===== src/rtl/jt5205_pkg.sv =====
// Shared constants for the MSM5205-style ADPCM decoder: step table, index
// adjustment table, FSM state encoding and small saturating helpers.
package jt5205_pkg;

    localparam int IDX_MAX  = 48;
    localparam int SMPL_MAX = 2047;
    localparam int SMPL_MIN = -2048;

    localparam logic [10:0] STEP_TABLE [0:IDX_MAX] = '{
        11'd16,   11'd17,   11'd19,   11'd21,   11'd23,   11'd25,   11'd28,
        11'd31,   11'd34,   11'd37,   11'd41,   11'd45,   11'd50,   11'd55,
        11'd60,   11'd66,   11'd73,   11'd80,   11'd88,   11'd97,   11'd107,
        11'd118,  11'd130,  11'd143,  11'd157,  11'd173,  11'd190,  11'd209,
        11'd230,  11'd253,  11'd279,  11'd307,  11'd337,  11'd371,  11'd408,
        11'd449,  11'd494,  11'd544,  11'd598,  11'd658,  11'd724,  11'd796,
        11'd876,  11'd963,  11'd1060, 11'd1166, 11'd1282, 11'd1411, 11'd1552
    };

    localparam logic signed [4:0] ADJ [0:7] = '{
        -5'sd1, -5'sd1, -5'sd1, -5'sd1, 5'sd2, 5'sd4, 5'sd6, 5'sd8
    };

    typedef enum logic [1:0] {
        ST_IDLE   = 2'd0,
        ST_LOOKUP = 2'd1,
        ST_CALC   = 2'd2,
        ST_CLAMP  = 2'd3
    } state_t;

    // Step index after applying the magnitude-dependent adjustment, held to 0..IDX_MAX.
    function automatic logic [5:0] idx_next(input logic [5:0] idx, input logic [2:0] mag);
        logic signed [7:0] t;
        t = $signed({2'b00, idx}) + $signed({{3{ADJ[mag][4]}}, ADJ[mag]});
        if (t < 0)
            return 6'd0;
        else if (t > IDX_MAX)
            return 6'(IDX_MAX);
        else
            return t[5:0];
    endfunction

    function automatic logic signed [11:0] sat12(input logic signed [13:0] a);
        if (a > SMPL_MAX)
            return 12'h7FF;
        else if (a < SMPL_MIN)
            return 12'h800;
        else
            return a[11:0];
    endfunction

endpackage


===== src/rtl/jt5205_if.sv =====
// Control/sample bundle between the timing stage and the decoder.
interface jt5205_if;
    logic               cen;
    logic               cen_lo;
    logic [3:0]         din;
    logic               chip_rst;
    logic signed [11:0] sound;
    logic               sample_vld;
    logic               busy;
    logic               ovr;

    modport master (
        output cen, cen_lo, din, chip_rst,
        input  sound, sample_vld, busy, ovr
    );

    modport slave (
        input  cen, cen_lo, din, chip_rst,
        output sound, sample_vld, busy, ovr
    );
endinterface


===== src/rtl/jt5205_step_rom.sv =====
// Step-size ROM with registered read; the address is held to the table range.
module jt5205_step_rom
    import jt5205_pkg::*;
(
    input  logic        clk,
    input  logic        rst_n,
    input  logic        i_en,
    input  logic [5:0]  i_idx,
    output logic [10:0] o_step
);

    logic [10:0] r_step;
    logic [5:0]  w_addr;

    assign w_addr = (i_idx > 6'(IDX_MAX)) ? 6'(IDX_MAX) : i_idx;

    always_ff @(posedge clk or negedge rst_n) begin
        if (!rst_n)
            r_step <= '0;
        else if (i_en)
            r_step <= STEP_TABLE[w_addr];
    end

    assign o_step = r_step;

endmodule


===== src/rtl/jt5205_decoder.sv =====
// ADPCM nibble decoder: one nibble per cen_lo strobe walks LOOKUP/CALC/CLAMP
// and produces a saturated 12-bit sample three cen cycles later.
module jt5205_decoder
    import jt5205_pkg::*;
#(
    parameter int OVR_EN = 1
) (
    input  logic        clk,
    input  logic        rst_n,
    jt5205_if.slave     bus
);

    state_t             r_state;
    state_t             w_state_next;
    logic               w_start;
    logic               w_strobe;
    logic [3:0]         r_nib;
    logic [5:0]         r_idx;
    logic [10:0]        w_step;
    logic signed [13:0] r_acc;
    logic signed [11:0] r_sound;
    logic               r_vld;
    logic               w_ovr;
    logic [12:0]        w_part [0:3];
    logic [12:0]        w_delta;
    logic signed [13:0] w_sound_ext;
    logic signed [13:0] w_delta_ext;
    logic signed [13:0] w_acc_next;

    assign w_strobe = bus.cen & bus.cen_lo;

    jt5205_step_rom u_step_rom (
        .clk    (clk),
        .rst_n  (rst_n),
        .i_en   (bus.cen & ~bus.chip_rst & (r_state == ST_LOOKUP)),
        .i_idx  (r_idx),
        .o_step (w_step)
    );

    // Partial products: step>>2, step>>1, step selected by nib[0..2]; step>>3 always.
    genvar gi;
    generate
        for (gi = 0; gi < 3; gi++) begin : g_part
            assign w_part[gi] = r_nib[gi] ? 13'(w_step >> (2 - gi)) : 13'd0;
        end
    endgenerate
    assign w_part[3] = 13'(w_step >> 3);

    assign w_delta     = w_part[0] + w_part[1] + w_part[2] + w_part[3];
    assign w_sound_ext = {{2{r_sound[11]}}, r_sound};
    assign w_delta_ext = {1'b0, w_delta};
    assign w_acc_next  = r_nib[3] ? (w_sound_ext - w_delta_ext) : (w_sound_ext + w_delta_ext);

    always_ff @(posedge clk or negedge rst_n) begin
        if (!rst_n)
            r_state <= ST_IDLE;
        else
            r_state <= w_state_next;
    end

    always_comb begin
        w_state_next = r_state;
        w_start      = 1'b0;
        if (bus.chip_rst) begin
            w_state_next = ST_IDLE;
        end else begin
            case (r_state)
                ST_IDLE: begin
                    if (w_strobe) begin
                        w_state_next = ST_LOOKUP;
                        w_start      = 1'b1;
                    end
                end
                ST_LOOKUP: if (bus.cen) w_state_next = ST_CALC;
                ST_CALC:   if (bus.cen) w_state_next = ST_CLAMP;
                ST_CLAMP:  if (bus.cen) w_state_next = ST_IDLE;
                default:   w_state_next = ST_IDLE;
            endcase
        end
    end

    always_ff @(posedge clk or negedge rst_n) begin
        if (!rst_n) begin
            r_nib   <= '0;
            r_idx   <= '0;
            r_acc   <= '0;
            r_sound <= '0;
            r_vld   <= 1'b0;
        end else if (bus.chip_rst) begin
            r_idx   <= '0;
            r_sound <= '0;
            r_vld   <= 1'b0;
        end else begin
            r_vld <= 1'b0;
            if (w_start)
                r_nib <= bus.din;
            if (bus.cen) begin
                if (r_state == ST_CALC)
                    r_acc <= w_acc_next;
                if (r_state == ST_CLAMP) begin
                    r_sound <= sat12(r_acc);
                    r_idx   <= idx_next(r_idx, r_nib[2:0]);
                    r_vld   <= 1'b1;
                end
            end
        end
    end

    // A strobe arriving while a nibble is still in flight is dropped and flagged.
    generate
        if (OVR_EN != 0) begin : g_ovr
            logic r_ovr;
            always_ff @(posedge clk or negedge rst_n) begin
                if (!rst_n)
                    r_ovr <= 1'b0;
                else if (bus.chip_rst)
                    r_ovr <= 1'b0;
                else if (w_strobe && (r_state != ST_IDLE))
                    r_ovr <= 1'b1;
            end
            assign w_ovr = r_ovr;
        end else begin : g_no_ovr
            assign w_ovr = 1'b0;
        end
    endgenerate

    assign bus.sound      = r_sound;
    assign bus.sample_vld = r_vld;
    assign bus.busy       = (r_state != ST_IDLE);
    assign bus.ovr        = w_ovr;

endmodule


===== src/flat_wrapper.sv =====
// flat-port wrapper written by rule: the top's interface ports become plain ports
module jt5205_decoder_flat import jt5205_pkg::*;
#(
    parameter int OVR_EN = 1
)
  (clk, rst_n, bus_cen, bus_cen_lo, bus_din, bus_chip_rst, bus_sound, bus_sample_vld, bus_busy, bus_ovr);
  jt5205_if bus_i ();
  input  logic clk;
  input  logic rst_n;
  input wire logic [$bits(bus_i.cen)-1:0] bus_cen;
  input wire logic [$bits(bus_i.cen_lo)-1:0] bus_cen_lo;
  input wire logic [$bits(bus_i.din)-1:0] bus_din;
  input wire logic [$bits(bus_i.chip_rst)-1:0] bus_chip_rst;
  output wire logic [$bits(bus_i.sound)-1:0] bus_sound;
  output wire logic [$bits(bus_i.sample_vld)-1:0] bus_sample_vld;
  output wire logic [$bits(bus_i.busy)-1:0] bus_busy;
  output wire logic [$bits(bus_i.ovr)-1:0] bus_ovr;
  assign bus_i.cen = bus_cen;
  assign bus_i.cen_lo = bus_cen_lo;
  assign bus_i.din = bus_din;
  assign bus_i.chip_rst = bus_chip_rst;
  assign bus_sound = bus_i.sound;
  assign bus_sample_vld = bus_i.sample_vld;
  assign bus_busy = bus_i.busy;
  assign bus_ovr = bus_i.ovr;
  jt5205_decoder #(.OVR_EN(OVR_EN)) u_core (.clk(clk), .rst_n(rst_n), .bus(bus_i));
endmodule

===== config.mk =====
export PLATFORM = sky130hd
export DESIGN_NAME = jt5205_decoder_flat
export DESIGN_NICKNAME = d
export VERILOG_FILES = /design/src/rtl/jt5205_pkg.sv /design/src/rtl/jt5205_if.sv /design/src/rtl/jt5205_step_rom.sv /design/src/rtl/jt5205_decoder.sv /design/src/flat_wrapper.sv
export SDC_FILE = /design/constraint.sdc
export NUM_CORES = 1
export LEC_CHECK = 0
export ABC_AREA = 0
export CAP_MARGIN = 20
export CORE_ASPECT_RATIO = 0.7
export CORE_MARGIN = 3
export CORE_UTILIZATION = 40
export DETAILED_ROUTE_END_ITERATION = 6
export MAX_ROUTING_LAYER = met4
export PLACE_DENSITY = 0.67
export SYNTH_ARGS = -nofsm -noshare
export SYNTH_HDL_FRONTEND = slang
export SYNTH_HIERARCHICAL = 1
export SYNTH_SLANG_ARGS = --single-unit

===== constraint.sdc =====
create_clock -name clk -period 12.26 [get_ports clk]
set_input_delay 2.452 -clock clk [delete_from_list [all_inputs] [get_ports clk]]
set_output_delay 2.452 -clock clk [all_outputs]
set_load 0.02 [all_outputs]

==> flow_metrics.env, run 1 <==
export IMPL_hold_violations=0
export IMPL_die_w_um=143
export IMPL_dp_hpwl_um=9610
export IMPL_path_depth=21
export IMPL_p_clk_share_pct=10.1
export IMPL_synth_top_cell_by_area="dfrtp_1"
export IMPL_syn_cell_area_um2=5260
export IMPL_end_kind="flip-flop"
export IMPL_synth_most_common_cell="nand2_1"
export IMPL_setup_viol=0
export IMPL_slew_limit_headroom_pct=30.1
export IMPL_power_leakage_uw=0.00254
export IMPL_worstHoldPathType="flip-flop to flip-flop"
export IMPL_place_gp_congestion=0.933
export IMPL_hold_buffers=0
export IMPL_synth_nets=694
export IMPL_ctsResizeCount=0
export IMPL_layout_drive_gt1_share_pct=7.01
export IMPL_routed_via_density=5.65
export IMPL_first_pass_iters=5
export IMPL_path_max_fanout=18
export IMPL_reg2reg_depth=21
export IMPL_root_buffer="clkbuf_16"
export IMPL_path_cells="nand2_1, fa_1, fa_1, inv_1, ha_1, inv_1, fa_1, and2b_1, o211ai_4, nor4b_2, a2111oi_4, a21oi_1, xor2_1, ha_1, and2_1, a31oi_1, o31ai_1, o2111a_1, o21bai_1, nor4_1, nand3b_1"
export IMPL_synth_common_cells="68 x nand2_1, 58 x inv_1, 51 x dfrtp_1"
export IMPL_ys_seq_area_share_pct=24.3
export IMPL_drt_drc_violations_left=0
export IMPL_outcome="finished clean"
export IMPL_period_share_pct=45.3
export IMPL_synthCells=617
export IMPL_cp_num_buf_inv=2
export IMPL_cts_inserted_buffers=5
export IMPL_synth_edff_count=0
export IMPL_tightest_slew_ps=1050
export IMPL_finClkSkew_ps=5.87
export IMPL_drtIter0Drc=240
export IMPL_worstSetupPathType="flip-flop to flip-flop"
export IMPL_sw_frac_of_total_pct=49.2
export IMPL_via_count=4465
export IMPL_hold_slack_ps=486
export IMPL_grt_pass1_wl_um=21300
export IMPL_ant_nets=0
export IMPL_synth_top_area_share_pct=24.3
export IMPL_synthArstFlopShare_pct=100
export IMPL_diodes=0
export IMPL_core_um2=12600
export IMPL_cap_violations=0
export IMPL_cts_tree="built"
export IMPL_period_needed_ps=5550
export IMPL_first_global_vias=4313
export IMPL_cp_required_ps=12430
export IMPL_fin_util_pct=45.6
export IMPL_switchingPower_uw=717
export IMPL_start_util_pct=41.6
export IMPL_p_seq_share_pct=18.5
export IMPL_area_delta_synth_final_pct=9.46
export IMPL_cts_sinks=51
export IMPL_clk_latency_ps=290
export IMPL_overflow=0
export IMPL_path_common_cell="fa_1"
export IMPL_cpLargestDelayFamily="adder cells"
export IMPL_crit_path_start_kind="flip-flop"
export IMPL_grtUsageTotal_pct=18.2
export IMPL_fin_ws_ps=6710
export IMPL_dp_worst_setup_slack_ps=6730
export IMPL_synth_area_per_cell_um2=8.53
export IMPL_internal_power_uw=740
export IMPL_grt_max_degree=52
export IMPL_wl_per_cell_um=15.8
export IMPL_antenna_found_initial=0
export IMPL_path_clk_slew_ps=70
export IMPL_htree_levels=2
export IMPL_fmax_ghz=0.180
export IMPL_finalNetCount=704
export IMPL_power_density_nw_per_um2=253
export IMPL_fp_dieH_um=102
export IMPL_drt_wl_total_um=12500
export IMPL_setup_tns_ps=0
export IMPL_combPwrFrac_pct=71.4
export IMPL_dieArea_um2=14600
export IMPL_synth_ff_type="dfrtp_1"
export IMPL_ys_ff_latch=51
export IMPL_cts_setup_buffers=0
export IMPL_report_final_slew_viol_count=0
export IMPL_fp_row_count=34
export IMPL_min_delay_path_depth=2
export IMPL_synthDistinctLibCells=79
export IMPL_max_stage_delay_ps=680
export IMPL_clockBufferDepth=2
export IMPL_synth_area_leaders="dfrtp_1 24%, ha_1 12%, fa_1 7.2%, nand2_1 4.9%, inv_1 4.1%"
export IMPL_rsz0062_at_grt="no"
export IMPL_ir_worst_vdd_uv=141
export IMPL_cp_slowest_cell="dfrtp_1"
export IMPL_synth_warning_count=6
export IMPL_worst_ep_arrival_time_ps=5720
export IMPL_ios=24
export IMPL_port_buffers=23
-- registers in the layout, indices dropped and copies added, names as in the netlist --
signal / count
u_core/bus.ovr: 1
u_core/bus.sound: 12
u_core/r_acc: 14
u_core/u_step_rom/o_step: 11
u_core/r_idx: 6
u_core/r_state: 2
u_core/bus.sample_vld: 1
u_core/r_nib: 4
-- kinds of logic after synthesis --
group | after synthesis | synth area share, %
and+or+nand+nor | 207 | 19.7
AOI/OAI and AO/OA | 158 | 21.4
buffers and inverters | 83 | 6.30
adders and majority gates | 68 | 18.9
DFF | 51 | 24.3
xor gates and xnor gates | 32 | 5.47
muxes | 18 | 3.97
-- layout by cell type (no fill, tap or decap), types with 7 or more instances in the layout --
master           Yosys  final
a31oi_1              9      9
or3_1                7      7
nand2_1             68     68
and2_1              13     13
xor2_1              17     17
nand3_1              9      9
xnor2_1             14     14
ha_1                49     49
dfrtp_1             51     51
nor3_1               7      7
nand2b_1            10     10
inv_1               58     58
nor2b_1             13     13
o21a_1               7      7
mux2_2              13     13
o21ai_0             41     41
clkdlybuf4s50_1      0     22
nor2_1              50     50
a21oi_1             23     23
fa_1                19     19
-- cell type report --
cell class                      instances  area (um^2)
Clock buffer                            7          143
Clock inverter                          1         8.76
Fill cell                            1193         6880
Inverter                               60          228
Multi-Input combinational cell        483         3650
Sequential cell                        51         1280
Tap cell                              162          203
Timing Repair Buffer                   26          248
-- per-stage QoR --
stage	power, uW	instances	area [um^2]
floorplan	1100	617	5260
global placement	1260	782	5610
detailed placement	1310	782	5610
CTS	1460	790	5760
global route	1610	790	5760
finish	1460	790	5760
-- worst register-to-register path, delay by kind of cell (launching register included) --
family | cells | cell delay [ps]
buffers and inverters | 2 | 140
XOR/XNOR | 1 | 170
flip-flops | 1 | 680
adder cells (fa/ha/maj) | 5 | 1930
AND/OR/NAND/NOR | 6 | 1040
AO/OA/AOI/OAI | 7 | 1480
-- path summary, 6_finish.rpt --
kind,startpoint,endpoint,slack (ps)
setup reg to reg,u_core/r_nib[2],u_core/r_acc[13],6710
hold reg to reg,u_core/r_acc[3],u_core/r_acc[3],490
min in group asynchronous,rst_n,u_core/bus.sound[7],2270
hold / removal,u_core/r_acc[3],u_core/r_acc[3],490
setup / recovery,u_core/r_nib[2],u_core/r_acc[13],6710
max in group asynchronous,rst_n,u_core/r_idx[0],9530
-- metal layers --
layer  routed length, um  global-route usage [%]  vias to the layer above
met5                   0                       -                        -
met4                  85                    2.56                        0
met3                 451                    2.95                        6
met2                5640                    28.1                       86
met1                6330                    26.0                     2187
li1                    -                       -                     2186
-- power groups by stage --
stage                     Sequential (uW)  Clock [uW]  Combinational (uW)
after floorplan                       241           0                 861
after global placement                268           0                 994
after detailed placement              273           0                1030
after CTS                             269         151                1040
after global routing                  278         157                1180
final                                 269         148                1040
No activity file was read; power rests on OpenSTA's default activity.
==> run 2, diff against run 1 <==
--- a/config.mk
+++ b/config.mk
@@ -12,7 +12,7 @@
 export CORE_UTILIZATION = 40
 export DETAILED_ROUTE_END_ITERATION = 6
 export MAX_ROUTING_LAYER = met4
-export PLACE_DENSITY = 0.67
+export PLACE_DENSITY = 0.69
 export SYNTH_ARGS = -nofsm -noshare
 export SYNTH_HDL_FRONTEND = slang
 export SYNTH_HIERARCHICAL = 1
==> constraint.sdc (replaced) <==
create_clock -name clk -period 4.8 [get_ports clk]
set_input_delay 0.96 -clock clk [delete_from_list [all_inputs] [get_ports clk]]
set_output_delay 0.96 -clock clk [all_outputs]
set_load 0.02 [all_outputs]
==> flow_metrics.env, run 2 (same netlist as run 1, synthesis figures left out) <==
export IMPL_outcome="finished, violations left"
export IMPL_violations="negative setup slack"
export IMPL_finalNetCount=742
export IMPL_fmax_ghz=0.203
export IMPL_fp_row_count=34
export IMPL_layout_drive_gt1_share_pct=17.0
export IMPL_fin_util_pct=49.1
export IMPL_dieArea_um2=14600
export IMPL_first_pass_iters=5
export IMPL_cts_sinks=51
export IMPL_report_final_slew_viol_count=0
export IMPL_max_stage_delay_ps=490
export IMPL_largest_register="u_core/r_acc"
export IMPL_path_cells="nand2_2, fa_1, fa_1, inv_1, ha_2, inv_2, fa_2, and2b_2, o211ai_4, nor4b_4, a2111oi_4, a21oi_2, xor2_1, ha_2, buf_6, nand3_4, o31ai_4, o2111a_1, o21bai_1, nor4_1, nand3b_1"
export IMPL_cts_tree="built"
export IMPL_core_um2=12600
export IMPL_multiInputGateArea_um2=3800
export IMPL_worstHoldPathType="flip-flop to flip-flop"
export IMPL_root_buffer="clkbuf_16"
export IMPL_end_kind="flip-flop"
export IMPL_slew_limit_headroom_pct=42.7
export IMPL_hold_slack_ps=483
export IMPL_period_needed_ps=4920
export IMPL_setup_viol=4
export IMPL_finClkSkew_ps=5.34
export IMPL_path_max_fanout=5
export IMPL_clk_latency_ps=290
export IMPL_dp_hpwl_um=9960
export IMPL_ant_nets=0
export IMPL_htree_levels=2
export IMPL_place_area_um2=5800
export IMPL_drt_drc_violations_left=0
export IMPL_area_delta_synth_final_pct=17.9
export IMPL_worstSetupPathType="flip-flop to flip-flop"
export IMPL_path_clk_slew_ps=70
export IMPL_grt_pass1_wl_um=22300
export IMPL_place_gp_congestion=0.990
export IMPL_routed_via_density=5.55
export IMPL_via_count=4591
export IMPL_register_area_um2=1280
export IMPL_drt_wl_total_um=13300
export IMPL_start_util_pct=41.6
export IMPL_post_route_cell_area_um2=6200
export IMPL_crit_path_start_kind="flip-flop"
export IMPL_largest_reg_flops=14
export IMPL_antenna_found_initial=0
export IMPL_drtIter0Drc=302
export IMPL_overflow=0
export IMPL_cp_required_ps=5030
export IMPL_ir_worst_vdd_uv=328
export IMPL_rsz0062_at_grt="yes"
export IMPL_cap_violations=0
export IMPL_port_buffers=23
export IMPL_tightest_slew_ps=857
export IMPL_fp_dieH_um=102
export IMPL_grt_max_degree=52
export IMPL_cp_slowest_cell="fa_1"
export IMPL_ios=24
export IMPL_wl_per_cell_um=16.1
export IMPL_cts_inserted_buffers=5
export IMPL_clockBufferDepth=2
export IMPL_first_global_vias=4552
export IMPL_period_share_pct=102
export IMPL_grtUsageTotal_pct=19.0
export IMPL_power_leakage_uw=0.00275
export IMPL_hold_violations=0
export IMPL_worst_ep_arrival_time_ps=5150
export IMPL_power_density_nw_per_um2=723
export IMPL_diodes=0
export IMPL_fin_ws_ps=-118
export IMPL_nFillCells=1143
export IMPL_final_cell_mix="67 x nand2_1, 56 x inv_1, 48 x dfrtp_1"
export IMPL_die_w_um=143
export IMPL_final_common_cell="nand2_1"
[run 2: cell count changes in the layout (fill, tap and decap cells not counted), moves of 3 or more]
cell,before,now
dfrtp_2,0,3
buf_4,3,37
nor2_1,50,46
dfrtp_1,51,48
o21ai_1,5,10
ha_2,0,3
ha_1,49,46
buf_6,0,4
nor2_2,0,3
o21ai_0,41,36
[run 2: worst max-delay path: cells and delay by family (launching register included)]
kind,cells,cell delay (ps)
fa+ha+maj,5,1810
compound gates,6,1220
simple gates,6,960
flops,1,440
buf+inv,3,220
xor+xnor,1,190
[run 2: area by class of cell]
type	count	area share, %
multi-input combinational	483	61.3
sequential	51	20.6
timing repair buffer	64	8.84
inverter	60	3.67
tap	162	3.27
clock buffer	5	2.02
clock inverter	2	0.222
[run 2: worst paths after layout]
| check | slack, ps | end | start | cells after the start |
|---|---|---|---|---|
| max | -120 | u_core/r_acc[13] | u_core/r_nib[1] | 21 |
| min | 480 | u_core/r_acc[2] | u_core/r_acc[2] | 2 |
| max reg2reg | -120 | u_core/r_acc[13] | u_core/r_nib[1] | 21 |
| min reg2reg | 480 | u_core/r_acc[2] | u_core/r_acc[2] | 2 |
| max in group asynchronous | 3520 | u_core/u_step_rom/o_step[3] | rst_n | 2 |
| min in group asynchronous | 790 | u_core/bus.sound[0] | rst_n | 2 |
[run 2: routing by layer]
layer	global-route usage, %	up-vias	share of wire [%]
li1	-	2253	-
met4	3.36	0	0.46
met5	-	-	0
met3	2.43	5	4.9
met2	28.0	96	42
met1	28.4	2237	53
[run 2: power breakdown]
group	internal [uW]	switching (uW)
Combinational	1600	1860
Sequential	540	124
Clock	191	163
Total	2330	2150
[run 2: timing repair]
action | CTS | global route
gates resized for setup | 9 | 31
buffers inserted | 6 | 9
endpoints found under the setup margin | 3 | 7
hold endpoints to repair | 0 | 0
hold buffers | 0 | 0
pin swaps | 13 | 26
[run 2: metrics by stage]
| step | worst slack (ps) | cells | total power, uW | setup TNS, ps |
|---|---|---|---|---|
| floorplan | 10.5 | 617 | 2850 | 0 |
| global placement | 63.5 | 805 | 3510 | 0 |
| detailed placement | -91.8 | 805 | 3630 | -155 |
| CTS | -29.8 | 818 | 4100 | -36.9 |
| global route | -339 | 827 | 4910 | -1310 |
| finish | -118 | 827 | 4480 | -325 |
==> run 3, diff against run 2 <==
==> constraint.sdc (replaced) <==
create_clock -name clk -period 4.8 [get_ports clk]
set_input_delay 0.48 -clock clk [delete_from_list [all_inputs] [get_ports clk]]
set_output_delay 0.48 -clock clk [all_outputs]
set_load 0.02 [all_outputs]
==> flow_metrics.env, run 3 (same netlist as run 1, synthesis figures left out) <==
export IMPL_place_gp_congestion=0.954
export IMPL_largest_reg_flops=14
export IMPL_port_buffers=23
export IMPL_grt_pass1_wl_um=22900
export IMPL_dp_hpwl_um=9920
export IMPL_via_count=4646
export IMPL_dp_worst_setup_slack_ps=-121
export IMPL_worstSetupPathType="flip-flop to flip-flop"
export IMPL_drt_drc_violations_left=0
export IMPL_finClkSkew_ps=6.38
export IMPL_root_buffer="clkbuf_16"
export IMPL_fp_dieH_um=102
export IMPL_first_pass_iters=5
export IMPL_power_leakage_uw=0.00277
export IMPL_ir_worst_vdd_uv=372
export IMPL_clk_latency_ps=290
export IMPL_worstHoldPathType="input pin to asynchronous set/reset pin"
export IMPL_fmax_ghz=0.207
export IMPL_end_kind="flip-flop"
export IMPL_setup_tns_ps=-58.7
export IMPL_dp_cells=805
export IMPL_area_delta_synth_final_pct=19.6
export IMPL_slew_limit_headroom_pct=41.0
export IMPL_path_max_fanout=5
export IMPL_htree_levels=2
export IMPL_wl_per_cell_um=16.3
export IMPL_period_needed_ps=4830
export IMPL_cts_sinks=51
export IMPL_report_final_slew_viol_count=0
export IMPL_total_power_uw=4610
export IMPL_fin_ws_ps=-34.8
export IMPL_multiInputGateArea_um2=3850
export IMPL_diodes=0
export IMPL_core_um2=12600
export IMPL_power_density_nw_per_um2=733
export IMPL_cp_required_ps=4980
export IMPL_nFillCells=1158
export IMPL_setup_viol=2
export IMPL_tightest_slew_ps=882
export IMPL_drtIter0Drc=307
export IMPL_grt_max_degree=52
export IMPL_ios=24
export IMPL_hold_buffers=0
export IMPL_cts_tree="built"
export IMPL_die_w_um=143
export IMPL_violations="negative setup slack"
export IMPL_ant_nets=0
export IMPL_final_cell_mix="67 x nand2_1, 55 x inv_1, 49 x dfrtp_1"
export IMPL_hold_slack_ps=304
export IMPL_finalNetCount=744
export IMPL_antenna_found_initial=0
export IMPL_final_common_cell="nand2_1"
export IMPL_first_global_vias=4739
export IMPL_cap_violations=0
export IMPL_start_util_pct=41.6
export IMPL_path_clk_slew_ps=70
export IMPL_routed_via_density=5.60
export IMPL_dieArea_um2=14600
export IMPL_drt_wl_total_um=13500
export IMPL_clockBufferDepth=2
export IMPL_hold_violations=0
export IMPL_fp_row_count=34
export IMPL_grtUsageTotal_pct=19.6
export IMPL_outcome="finished, violations left"
export IMPL_cts_inserted_buffers=5
export IMPL_overflow=0
export IMPL_period_share_pct=101
export IMPL_layout_drive_gt1_share_pct=18.4
export IMPL_worst_ep_arrival_time_ps=5010
export IMPL_register_area_um2=1280
export IMPL_fin_cells=830
export IMPL_crit_path_start_kind="flip-flop"
export IMPL_largest_register="u_core/r_acc"
export IMPL_rsz0062_at_grt="yes"
run 3: changes by cell type in the layout (fill, tap and decap cells not counted), sizes merged:
cell,change
bufinv,+1
inv,+1
clkinvlp,+1
clkinv,-2
buf,+2
run 3: repair_timing:
action	CTS	global route
resized for setup	11	38
pin swaps	14	17
setup buffers	9	8
setup endpoints to repair	3	5
run 3: critical path, stage by stage, from the launching register on:
cell	delay, ps
dfrtp_1	430
nand2_1	110
fa_1	530
fa_1	440
inv_2	80
ha_4	130
inv_2	40
fa_2	360
and2b_2	270
o21ai_2	90
xnor2_2	150
nor2_2	180
and3_4	220
a21oi_2	70
xor2_1	180
ha_1	340
buf_4	160
a31oi_4	210
o31ai_4	120
o2111a_1	260
o21bai_1	130
nor4_1	50
nand3b_1	160
run 3: power breakdown:
part           internal, uW  switching, uW  total [uW]  leakage [uW]
Clock                   248            174         422     0.0000804
Combinational          1630           1900        3530       0.00202
Sequential              539            126         664      0.000675
run 3: cell type report:
type,instances,area share [%]
Clock inverter,3,0.736
Tap cell,162,3.22
Timing Repair Buffer,66,8.83
Multi-Input combinational cell,483,61.3
Sequential cell,51,20.3
Inverter,60,3.62
Clock buffer,5,1.99
run 3: stage by stage:
stage	cell area [um^2]	utilization, %
floorplan	5300	-
global placement	5800	45.9
detailed placement	5800	45.9
CTS	6090	48.2
global route	6290	49.8
finish	6290	49.8
run 3: worst paths after layout:
path	cells after the start	endpoint	startpoint	slack, ps
max	22	u_core/r_acc[13]	u_core/r_nib[1]	-30
min	2	u_core/bus.sound[3]	rst_n	300
max reg2reg	22	u_core/r_acc[13]	u_core/r_nib[1]	-30
min reg2reg	2	u_core/r_acc[2]	u_core/r_acc[2]	480
max in group asynchronous	2	u_core/r_nib[2]	rst_n	3990
min in group clk	2	u_core/r_acc[2]	u_core/r_acc[2]	480
run 3: routing by layer:
layer | up-vias | wire length (um) | track usage, % | part of all wire, %
met1 | 2274 | 6770 | 28.6 | 50
met4 | 0 | 80 | 3.43 | 0.59
met5 | - | 0 | - | 0
li1 | 2254 | - | - | -
met2 | 112 | 5970 | 29.6 | 44
met3 | 6 | 723 | 2.57 | 5.3
